## config.mk

```make
export PLATFORM = sky130hd
export DESIGN_NAME = jtlabrun_rom_arb
export DESIGN_NICKNAME = d
export VERILOG_FILES = /design/src/rtl/jtlabrun_pkg.sv /design/src/rtl/jtlabrun_rom_slot.sv /design/src/rtl/jtlabrun_rom_arb.sv
export SDC_FILE = /design/constraint.sdc
export NUM_CORES = 1
export LEC_CHECK = 0
export BUFFER_PORTS_ARGS = -buffer_cell sky130_fd_sc_hd__buf_2
export CORE_ASPECT_RATIO = 1.2
export CORE_MARGIN = 10
export CORE_UTILIZATION = 25
export CTS_CLUSTER_DIAMETER = 200
export CTS_CLUSTER_SIZE = 28
export DETAILED_ROUTE_END_ITERATION = 16
export GPL_ROUTABILITY_DRIVEN = 0
export PLACE_DENSITY = 0.52
export SYNTH_ARGS = -nofsm -noshare
export SYNTH_HDL_FRONTEND = slang
export SYNTH_SLANG_ARGS = --single-unit
export TNS_END_PERCENT = 50
```

## constraint.sdc

```tcl
create_clock -name clk -period 19.15 [get_ports clk]
set_clock_uncertainty 0.2 [all_clocks]
set_input_delay 3.83 -clock clk [delete_from_list [all_inputs] [get_ports clk]]
set_output_delay 3.83 -clock clk [all_outputs]
set_load 0.02 [all_outputs]
```

## src/rtl/jtlabrun_pkg.sv

```systemverilog
`default_nettype none
// ============================================================================
// Module      : jtlabrun_pkg
// Description : Shared slot identifiers and arbiter state encoding for the
//               ROM arbiter and its cache slots.
// Revision    : 1.0 - initial release
// ============================================================================
package jtlabrun_pkg;

    // Requester identifiers, also used as the latched grant id
    localparam logic [1:0] SLOT_CPU = 2'd0;
    localparam logic [1:0] SLOT_SCR = 2'd1;
    localparam logic [1:0] SLOT_OBJ = 2'd2;

    // Arbiter states: at most one SDRAM access in flight at any time
    typedef enum logic [1:0] {
        IDLE      = 2'd0,
        WAIT_ACK  = 2'd1,
        WAIT_DATA = 2'd2
    } arb_state_t;

endpackage
`default_nettype wire

```

## src/rtl/jtlabrun_rom_slot.sv

```systemverilog
`default_nettype none
// ============================================================================
// Module      : jtlabrun_rom_slot
// Description : One-entry read cache for a single ROM client. Holds the tag,
//               valid flag and 32-bit word of the last fetched address and
//               reports hit/miss against the client's current address.
// Revision    : 1.0 - initial release
// ============================================================================
module jtlabrun_rom_slot #(
    parameter int TAG_W = 16
) (
    input  logic             clk,
    input  logic             rst,
    input  logic             cs,
    input  logic [TAG_W-1:0] tag,
    input  logic             wr,
    input  logic [TAG_W-1:0] wr_tag,
    input  logic [31:0]      wr_data,
    output logic             hit,
    output logic             miss,
    output logic [31:0]      data
);

    logic             r_valid;
    logic [TAG_W-1:0] r_tag;
    logic [31:0]      r_data;

    // Cache entry update on a completed SDRAM read for this slot
    always_ff @(posedge clk or posedge rst) begin
        if (rst) begin
            r_valid <= 1'b0;
            r_tag   <= '0;
            r_data  <= '0;
        end else if (wr) begin
            r_valid <= 1'b1;
            r_tag   <= wr_tag;
            r_data  <= wr_data;
        end
    end

    // A dropped cs forces both hit and miss low
    assign hit  = cs & r_valid & (r_tag == tag);
    assign miss = cs & ~hit;
    assign data = r_data;

endmodule
`default_nettype wire

```

## src/rtl/jtlabrun_rom_arb.sv

```systemverilog
`default_nettype none
// ============================================================================
// Module      : jtlabrun_rom_arb
// Description : Shares the SDRAM read port between the CPU program ROM and the
//               scroll/object graphics ROMs. CPU has fixed priority; scroll
//               and object alternate. Each client has a one-entry cache.
// Revision    : 1.0 - initial release
// ============================================================================
module jtlabrun_rom_arb
    import jtlabrun_pkg::*;
#(
    parameter int                  CPU_AW     = 17,
    parameter int                  GFX_AW     = 18,
    parameter int                  SDRAM_AW   = 22,
    parameter logic [SDRAM_AW-1:0] CPU_OFFSET = 22'h00000,
    parameter logic [SDRAM_AW-1:0] SCR_OFFSET = 22'h10000,
    parameter logic [SDRAM_AW-1:0] OBJ_OFFSET = 22'h90000
) (
    input  logic                clk,
    input  logic                rst,
    input  logic [CPU_AW-1:0]   cpu_addr,
    input  logic                cpu_cs,
    output logic                cpu_ok,
    output logic [7:0]          cpu_data,
    input  logic [GFX_AW-1:0]   scr_addr,
    input  logic                scr_cs,
    output logic                scr_ok,
    output logic [31:0]         scr_data,
    input  logic [GFX_AW-1:0]   obj_addr,
    input  logic                obj_cs,
    output logic                obj_ok,
    output logic [31:0]         obj_data,
    output logic [SDRAM_AW-1:0] sdram_addr,
    output logic                sdram_req,
    input  logic                sdram_ack,
    input  logic                data_rdy,
    input  logic [31:0]         data_read
);

    localparam int CPU_TW = CPU_AW - 2;
    // Latched tag must fit the widest client tag
    localparam int LT_W   = (GFX_AW > CPU_TW) ? GFX_AW : CPU_TW;

    arb_state_t          r_state;
    arb_state_t          w_state_nx;
    logic [1:0]          r_slot;
    logic [LT_W-1:0]     r_tag;
    logic [SDRAM_AW-1:0] r_addr;
    logic                r_ptr_obj;

    logic [CPU_TW-1:0]   w_cpu_tag;
    logic [SDRAM_AW-1:0] w_cpu_sd, w_scr_sd, w_obj_sd;
    logic                w_cpu_miss, w_scr_miss, w_obj_miss;
    logic [31:0]         w_cpu_word;
    logic                w_gnt_valid;
    logic [1:0]          w_gnt_slot;
    logic [SDRAM_AW-1:0] w_gnt_addr;
    logic [LT_W-1:0]     w_gnt_tag;
    logic                w_grant;
    logic                w_cache_wr;

    assign w_cpu_tag = cpu_addr[CPU_AW-1:2];

    // 16-bit SDRAM word addresses: each 32-bit ROM word spans two SDRAM words
    assign w_cpu_sd = CPU_OFFSET + SDRAM_AW'({w_cpu_tag, 1'b0});
    assign w_scr_sd = SCR_OFFSET + SDRAM_AW'({scr_addr, 1'b0});
    assign w_obj_sd = OBJ_OFFSET + SDRAM_AW'({obj_addr, 1'b0});

    jtlabrun_rom_slot #(.TAG_W(CPU_TW)) u_cpu_slot (
        .clk     (clk),
        .rst     (rst),
        .cs      (cpu_cs),
        .tag     (w_cpu_tag),
        .wr      (w_cache_wr && (r_slot == SLOT_CPU)),
        .wr_tag  (r_tag[CPU_TW-1:0]),
        .wr_data (data_read),
        .hit     (cpu_ok),
        .miss    (w_cpu_miss),
        .data    (w_cpu_word)
    );

    jtlabrun_rom_slot #(.TAG_W(GFX_AW)) u_scr_slot (
        .clk     (clk),
        .rst     (rst),
        .cs      (scr_cs),
        .tag     (scr_addr),
        .wr      (w_cache_wr && (r_slot == SLOT_SCR)),
        .wr_tag  (r_tag[GFX_AW-1:0]),
        .wr_data (data_read),
        .hit     (scr_ok),
        .miss    (w_scr_miss),
        .data    (scr_data)
    );

    jtlabrun_rom_slot #(.TAG_W(GFX_AW)) u_obj_slot (
        .clk     (clk),
        .rst     (rst),
        .cs      (obj_cs),
        .tag     (obj_addr),
        .wr      (w_cache_wr && (r_slot == SLOT_OBJ)),
        .wr_tag  (r_tag[GFX_AW-1:0]),
        .wr_data (data_read),
        .hit     (obj_ok),
        .miss    (w_obj_miss),
        .data    (obj_data)
    );

    // Byte lane select for the CPU from the cached word
    always_comb begin
        cpu_data = w_cpu_word[7:0];
        case (cpu_addr[1:0])
            2'd1:    cpu_data = w_cpu_word[15:8];
            2'd2:    cpu_data = w_cpu_word[23:16];
            2'd3:    cpu_data = w_cpu_word[31:24];
            default: cpu_data = w_cpu_word[7:0];
        endcase
    end

    // Winner selection: CPU first, then the graphics slot the pointer favours
    always_comb begin
        w_gnt_valid = 1'b1;
        w_gnt_slot  = SLOT_CPU;
        w_gnt_addr  = w_cpu_sd;
        w_gnt_tag   = LT_W'(w_cpu_tag);
        if (w_cpu_miss) begin
            w_gnt_slot = SLOT_CPU;
        end else if (w_scr_miss && (!w_obj_miss || !r_ptr_obj)) begin
            w_gnt_slot = SLOT_SCR;
            w_gnt_addr = w_scr_sd;
            w_gnt_tag  = LT_W'(scr_addr);
        end else if (w_obj_miss) begin
            w_gnt_slot = SLOT_OBJ;
            w_gnt_addr = w_obj_sd;
            w_gnt_tag  = LT_W'(obj_addr);
        end else begin
            w_gnt_valid = 1'b0;
        end
    end

    // Arbiter state register
    always_ff @(posedge clk or posedge rst) begin
        if (rst) begin
            r_state <= IDLE;
        end else begin
            r_state <= w_state_nx;
        end
    end

    // Next state, grant and cache-write strobes
    always_comb begin
        w_state_nx = r_state;
        w_grant    = 1'b0;
        w_cache_wr = 1'b0;
        case (r_state)
            IDLE: begin
                if (w_gnt_valid) begin
                    w_grant    = 1'b1;
                    w_state_nx = WAIT_ACK;
                end
            end
            WAIT_ACK: begin
                if (sdram_ack) begin
                    if (data_rdy) begin
                        w_cache_wr = 1'b1;
                        w_state_nx = IDLE;
                    end else begin
                        w_state_nx = WAIT_DATA;
                    end
                end
            end
            WAIT_DATA: begin
                if (data_rdy) begin
                    w_cache_wr = 1'b1;
                    w_state_nx = IDLE;
                end
            end
            default: w_state_nx = IDLE;
        endcase
    end

    // Latch the granted request and advance the graphics round-robin pointer
    always_ff @(posedge clk or posedge rst) begin
        if (rst) begin
            r_slot    <= SLOT_CPU;
            r_tag     <= '0;
            r_addr    <= '0;
            r_ptr_obj <= 1'b0;
        end else if (w_grant) begin
            r_slot <= w_gnt_slot;
            r_tag  <= w_gnt_tag;
            r_addr <= w_gnt_addr;
            if (w_gnt_slot != SLOT_CPU) begin
                r_ptr_obj <= (w_gnt_slot == SLOT_SCR);
            end
        end
    end

    assign sdram_req  = (r_state == WAIT_ACK);
    assign sdram_addr = r_addr;

endmodule
`default_nettype wire
```

### Word level (Yosys, flattened, before mapping)

Index checks and enable logic that the tools add are counted.

* word-level logic and storage cells: 77
* bits of input ports: 92
* register bits: 195
* output and inout port bits: 98

* reductions and logical operators: 12
* bitwise gates (word level): 12
* add/sub/neg operators: 2
* equal/unequal tests: 14
* muxes and demuxes: 23

Operator list (number)
* 21-bit 2-to-1 mux: 3
* 18-bit 2-to-1 mux: 3
* 18-bit equality test: 2
* 8-bit one-hot mux with 3 select lines: 1
* 20-bit by 19-bit adder with 21-bit output, first input constant: 1
* 17-bit by 19-bit adder with 20-bit output, first input constant: 1
* 15-bit equality test: 1
* 2-bit 2-to-1 mux: 7
* 1-bit bitwise AND: 9
* 2-bit by 1-bit equality test with 1-bit output, second input constant: 4
* 2-bit equality test, second input constant: 4
* 1-bit 2-to-1 mux: 7
* 2-bit one-hot mux with 3 select lines: 1
* 1-bit logical AND: 4
* 2-bit logical NOT: 2
* 2-bit != test, second input constant: 2
* 1-bit inverter: 3
* 3-bit AND reduction: 1
* 1-bit logical NOT: 2
* 2-bit by 1-bit != test with 1-bit output, second input constant: 1
* 1-bit one-hot mux with 2 select lines: 1
* 2-bit AND reduction: 1
* 2-bit nonzero test: 1
* 1-bit logical OR: 1

### Longest topological paths before layout

* depth in word-level cells: 12
* mapped depth: 9
* mapped depth without buffers: 7

### Modules after synthesis

A second synthesis with hierarchy kept.

* cell total of the unflattened synthesis: 599
* area, all modules: 8175.3 µm²

Modules (own cells, without submodules)
* jtlabrun_rom_slot at u_obj_slot ...: sequential area each 1276.2 µm², times used 2, cells an instance 135, area an instance 2088.3 µm²
* jtlabrun_rom_arb: sequential area each 700.7 µm², times used 1, cells an instance 205, area an instance 2057.0 µm²
* jtlabrun_rom_slot at u_cpu_slot: sequential area each 1201.2 µm², times used 1, cells an instance 124, area an instance 1941.9 µm²

### Worst setup path after synthesis

OpenSTA, ideal clock, no wires.

* path type: input to output
* from: in scr_addr[17]
* to: out scr_ok
* data required time: 15.120 ns
* arrival time: 5.104 ns
* buffers on the path: 0
* path slack: 10.016 ns
* cell stages on the path: 4
* cells stage by stage: xor2_1 -> or4_4 -> nor4_4 -> and2_1

* longest elaborated chain between the ends: 2

Ends and longest elaborated chain
* from (decl): RTL line jtlabrun_rom_arb.sv:25 `input logic [GFX_AW-1:0] scr_addr,`
* 18-bit equality test: RTL line jtlabrun_rom_slot.sv:42 `assign hit = cs & r_valid & (r_tag == tag);`
* 1-bit bitwise AND: RTL line jtlabrun_rom_slot.sv:42
* to (decl): RTL line jtlabrun_rom_arb.sv:27 `output logic scr_ok,`

Every way passes these cells.

### Worst setup path after layout

Same ends and word-level chain as after synthesis.

==> results.py <==
metrics = {
    "run_status": {
        "status": "finished, final reports clean",
    },
    "placement": {
        "place_area_sq_um": 9413,
        "place_ws_ps": 9730,
        "io_buffers": 187,
        "hpwl_um": 18130,
    },
    "critical_path": {
        "reg2reg_to": "r_tag[2]$_DFFE_PP0P_",
        "cp-start-kind": "input port",
        "crit_fanout": 4,
        "critPathKind": "in -> out",
        "required_ps": 15120,
        "endpoint_kind": "primary output",
        "rrSetupSlack_ps": 15740,
        "critPathArrivalTime_ps": 5390,
        "r2r-start": "u_cpu_slot.r_tag[6]$_DFFE_PP0P_",
        "r2r_cells": 7,
    },
    "clock_network": {
        "cts_setup_buffers": 0,
        "cts_tree": "yes",
        "clkTransAtPathRegs_ps": 70,
        "holdBufCountCts": 0,
        "clockRootBuffer": "clkbuf_16",
        "cts_num_sinks": 178,
        "cts_resized": 0,
        "numCtsBuffers": 17,
        "cts_buffer_depth": 2,
        "ctsHtreeMaxLevel": 4,
        "clock_latency_ps": 430,
    },
    "floorplan": {
        "die_area_sq_um": 40280,
        "start_util_pct": 25.29,
        "ios": 190,
        "fp.dieH_um": 217.9,
        "rows": 72,
        "die_x_um": 184.9,
        "coreArea_sq_um": 32250,
    },
    "power_and_ir_drop": {
        "powerDensity_nw_per_um2": 156.4,
        "p_leak_nw": 4.747,
        "irDropWorstVdd_v": 0.00006774,
    },
    "timing": {
        "setup_viol": 0,
        "setup_ws_ps": 9730,
        "period_share_pct": 49.19,
        "fin_setup_tns_ps": 0,
        "slew_headroom_pct": 27.43,
        "worst_pin_slew_ps": 1089,
        "max_freq_mhz": 106.2,
        "final.min_clock_period_ps": 9420,
        "hold_violations": 0,
        "rsz0062_at_grt": "no",
        "slew_viol_final": 0,
    },
    "cells_and_area": {
        "final_nets": 861,
        "final_area_sq_um": 9972,
        "fillCellCount": 3319,
        "area_growth_pct": 22.28,
        "drive_gt1_share_pct": 53.61,
        "mostFrequentLayoutCells": "buf_2 (187), dfrtp_1 (178), mux2_2 (147)",
        "mostFrequentLayoutCell": "buf_2",
    },
    "hold_path": {
        "min_to": "u_obj_slot.r_valid$_DFFE_PP0P_",
        "hp-start": "u_obj_slot.r_valid$_DFFE_PP0P_",
        "hold_depth": 1,
        "hold_path.class": "reg -> reg",
    },
    "global_routing": {
        "grt_pass1_vias": 5995,
        "grt_pass1_wl_um": 37550,
        "use_met3_pct": 4.000,
        "met1_usage_pct": 14.53,
        "grt_start_max_net_pins": 124,
        "grt_antenna_before_repair": 2,
        "grt-busiest-layer": "met2",
        "grt_util_all_layers_pct": 12.35,
        "overflow": 0,
        "use_met2_pct": 20.73,
    },
    "routing": {
        "ant_nets": 0,
        "finalWirelength_um": 24790,
        "drt_iter0_drc": 249,
        "routed-via-count": 5408,
        "drcViolationCount": 0,
        "viasPerCell": 4.568,
        "dr.pass1.iters": 4,
        "wire_per_inst_um": 20.93,
    },
    "logic_synthesis": {
        "ys_ff_latch": 178,
        "yosys-top-cells-area": "dfrtp_1 (55%), mux2_2 (20%), xnor2_1 (2.9%)",
        "synth.top_cell.area_share_pct": 54.62,
        "avgSynthCellArea_sq_um": 13.75,
        "yosysWarnings": 0,
        "yosysSeqAreaShare_pct": 54.62,
        "ys_async_sr_fraction_pct": 100.0,
        "synth_top_area_cell": "dfrtp_1",
        "synth_cell_types": 51,
        "synth_ff_type": "dfrtp_1",
        "synth_edf_count": 0,
        "netlist_area_sq_um": 8155,
        "synth_cells": 593,
    },
    "run": {
        "timing.max_cap.violations": 0,
    },
}
[power by group]
part	total [mW]	internal, mW	leakage [nW]	switching [mW]
clock	0.339	0.184	0.265	0.155
combinational	0.581	0.260	2.19	0.321
sequential	0.639	0.535	2.29	0.103
total	1.56	0.980	4.75	0.579
[how the worst max path moves through the flow]
stage            startpoint      to  slack [ps]  depth (start not counted)
2_1_floorplan  scr_addr[17]  scr_ok       10020                          4
3_3_place_gp   scr_addr[17]  scr_ok        9730                          6
3_5_place_dp   scr_addr[17]  scr_ok        9730                          6
4_1_cts        scr_addr[17]  scr_ok        9730                          6
5_1_grt        scr_addr[17]  scr_ok        9660                          6
6_report       scr_addr[17]  scr_ok        9730                          6
[layout make-up]
cell class	count	area, sq um	share of cell area, %
inverters	7	33.78	0.3388
clock inverters	10	102.6	1.029
repair buffers	197	1011	10.14
flip-flops and latches	178	4454	44.67
clock buffers	22	454.2	4.555
multi-input cells	362	3405	34.14
well taps	407	509.2	5.107
diodes	1	2.502	0.02509
[sequential cells by signal, summed over array words and instances (netlist names), 2 cells and up]
register	flops
r_tag	18
u_obj_slot.data	32
u_scr_slot.data	32
r_slot	2
u_cpu_slot.data	32
u_cpu_slot.r_tag	15
u_obj_slot.r_tag	18
u_scr_slot.r_tag	18
r_state	2
sdram_addr	5
[metrics by stage]
stage	hold WS, ps	utilization, %	cells	total power [mW]
final	282.5	30.92	1184	1.559
after global routing	296.9	30.92	1184	1.658
after CTS	277.9	30.91	1183	1.591
after detailed placement	259.9	29.19	1151	1.241
after global placement	255.4	29.19	1151	1.231
after floorplan	239.4	-	594	1.045
[kinds of logic (layout without fill, tap and decap cells)]
group	after synthesis	count (layout)	synth area share (%)
AOI/OAI and AO/OA	54	54	6.076
xor gates and xnor gates	52	52	5.585
buffers and inverters	54	236	3.866
other	1	3	0.04598
muxes	156	156	22.63
and+or+nand+nor	92	92	6.260
DFF	178	178	54.62
adders and majority gates	6	6	0.9205
[per-layer routing]
| layer | part of all wire (%) | up-vias |
|---|---|---|
| met1 | 42 | 2760 |
| li1 | - | 2457 |
| met4 | 1.6 | 0 |
| met3 | 6.5 | 25 |
| met5 | 0 | - |
| met2 | 50 | 166 |
[cells in the mapped netlist, types with 5 or more instances]
cell type and instances:
xnor2_1 27, xor2_1 25, a21oi_2 9, o31ai_2 10, nand4_1 8, buf_4 18, a21oi_1 7, mux2_2 147
dfrtp_1 178, o31ai_1 5, and2_1 6, nor3_1 36, mux4_2 8, a221o_1 5, nand2_1 19, ha_1 6
nor4_1 5, inv_1 7, clkbuf_1 17
[worst max-delay path, cell delays in order]
cell and delay (ps):
buf_2 140, xor2_1 160, or4_4 540, nor4_4 350, and2_1 190, buf_2 170
(Power assumes the default switching activity.)
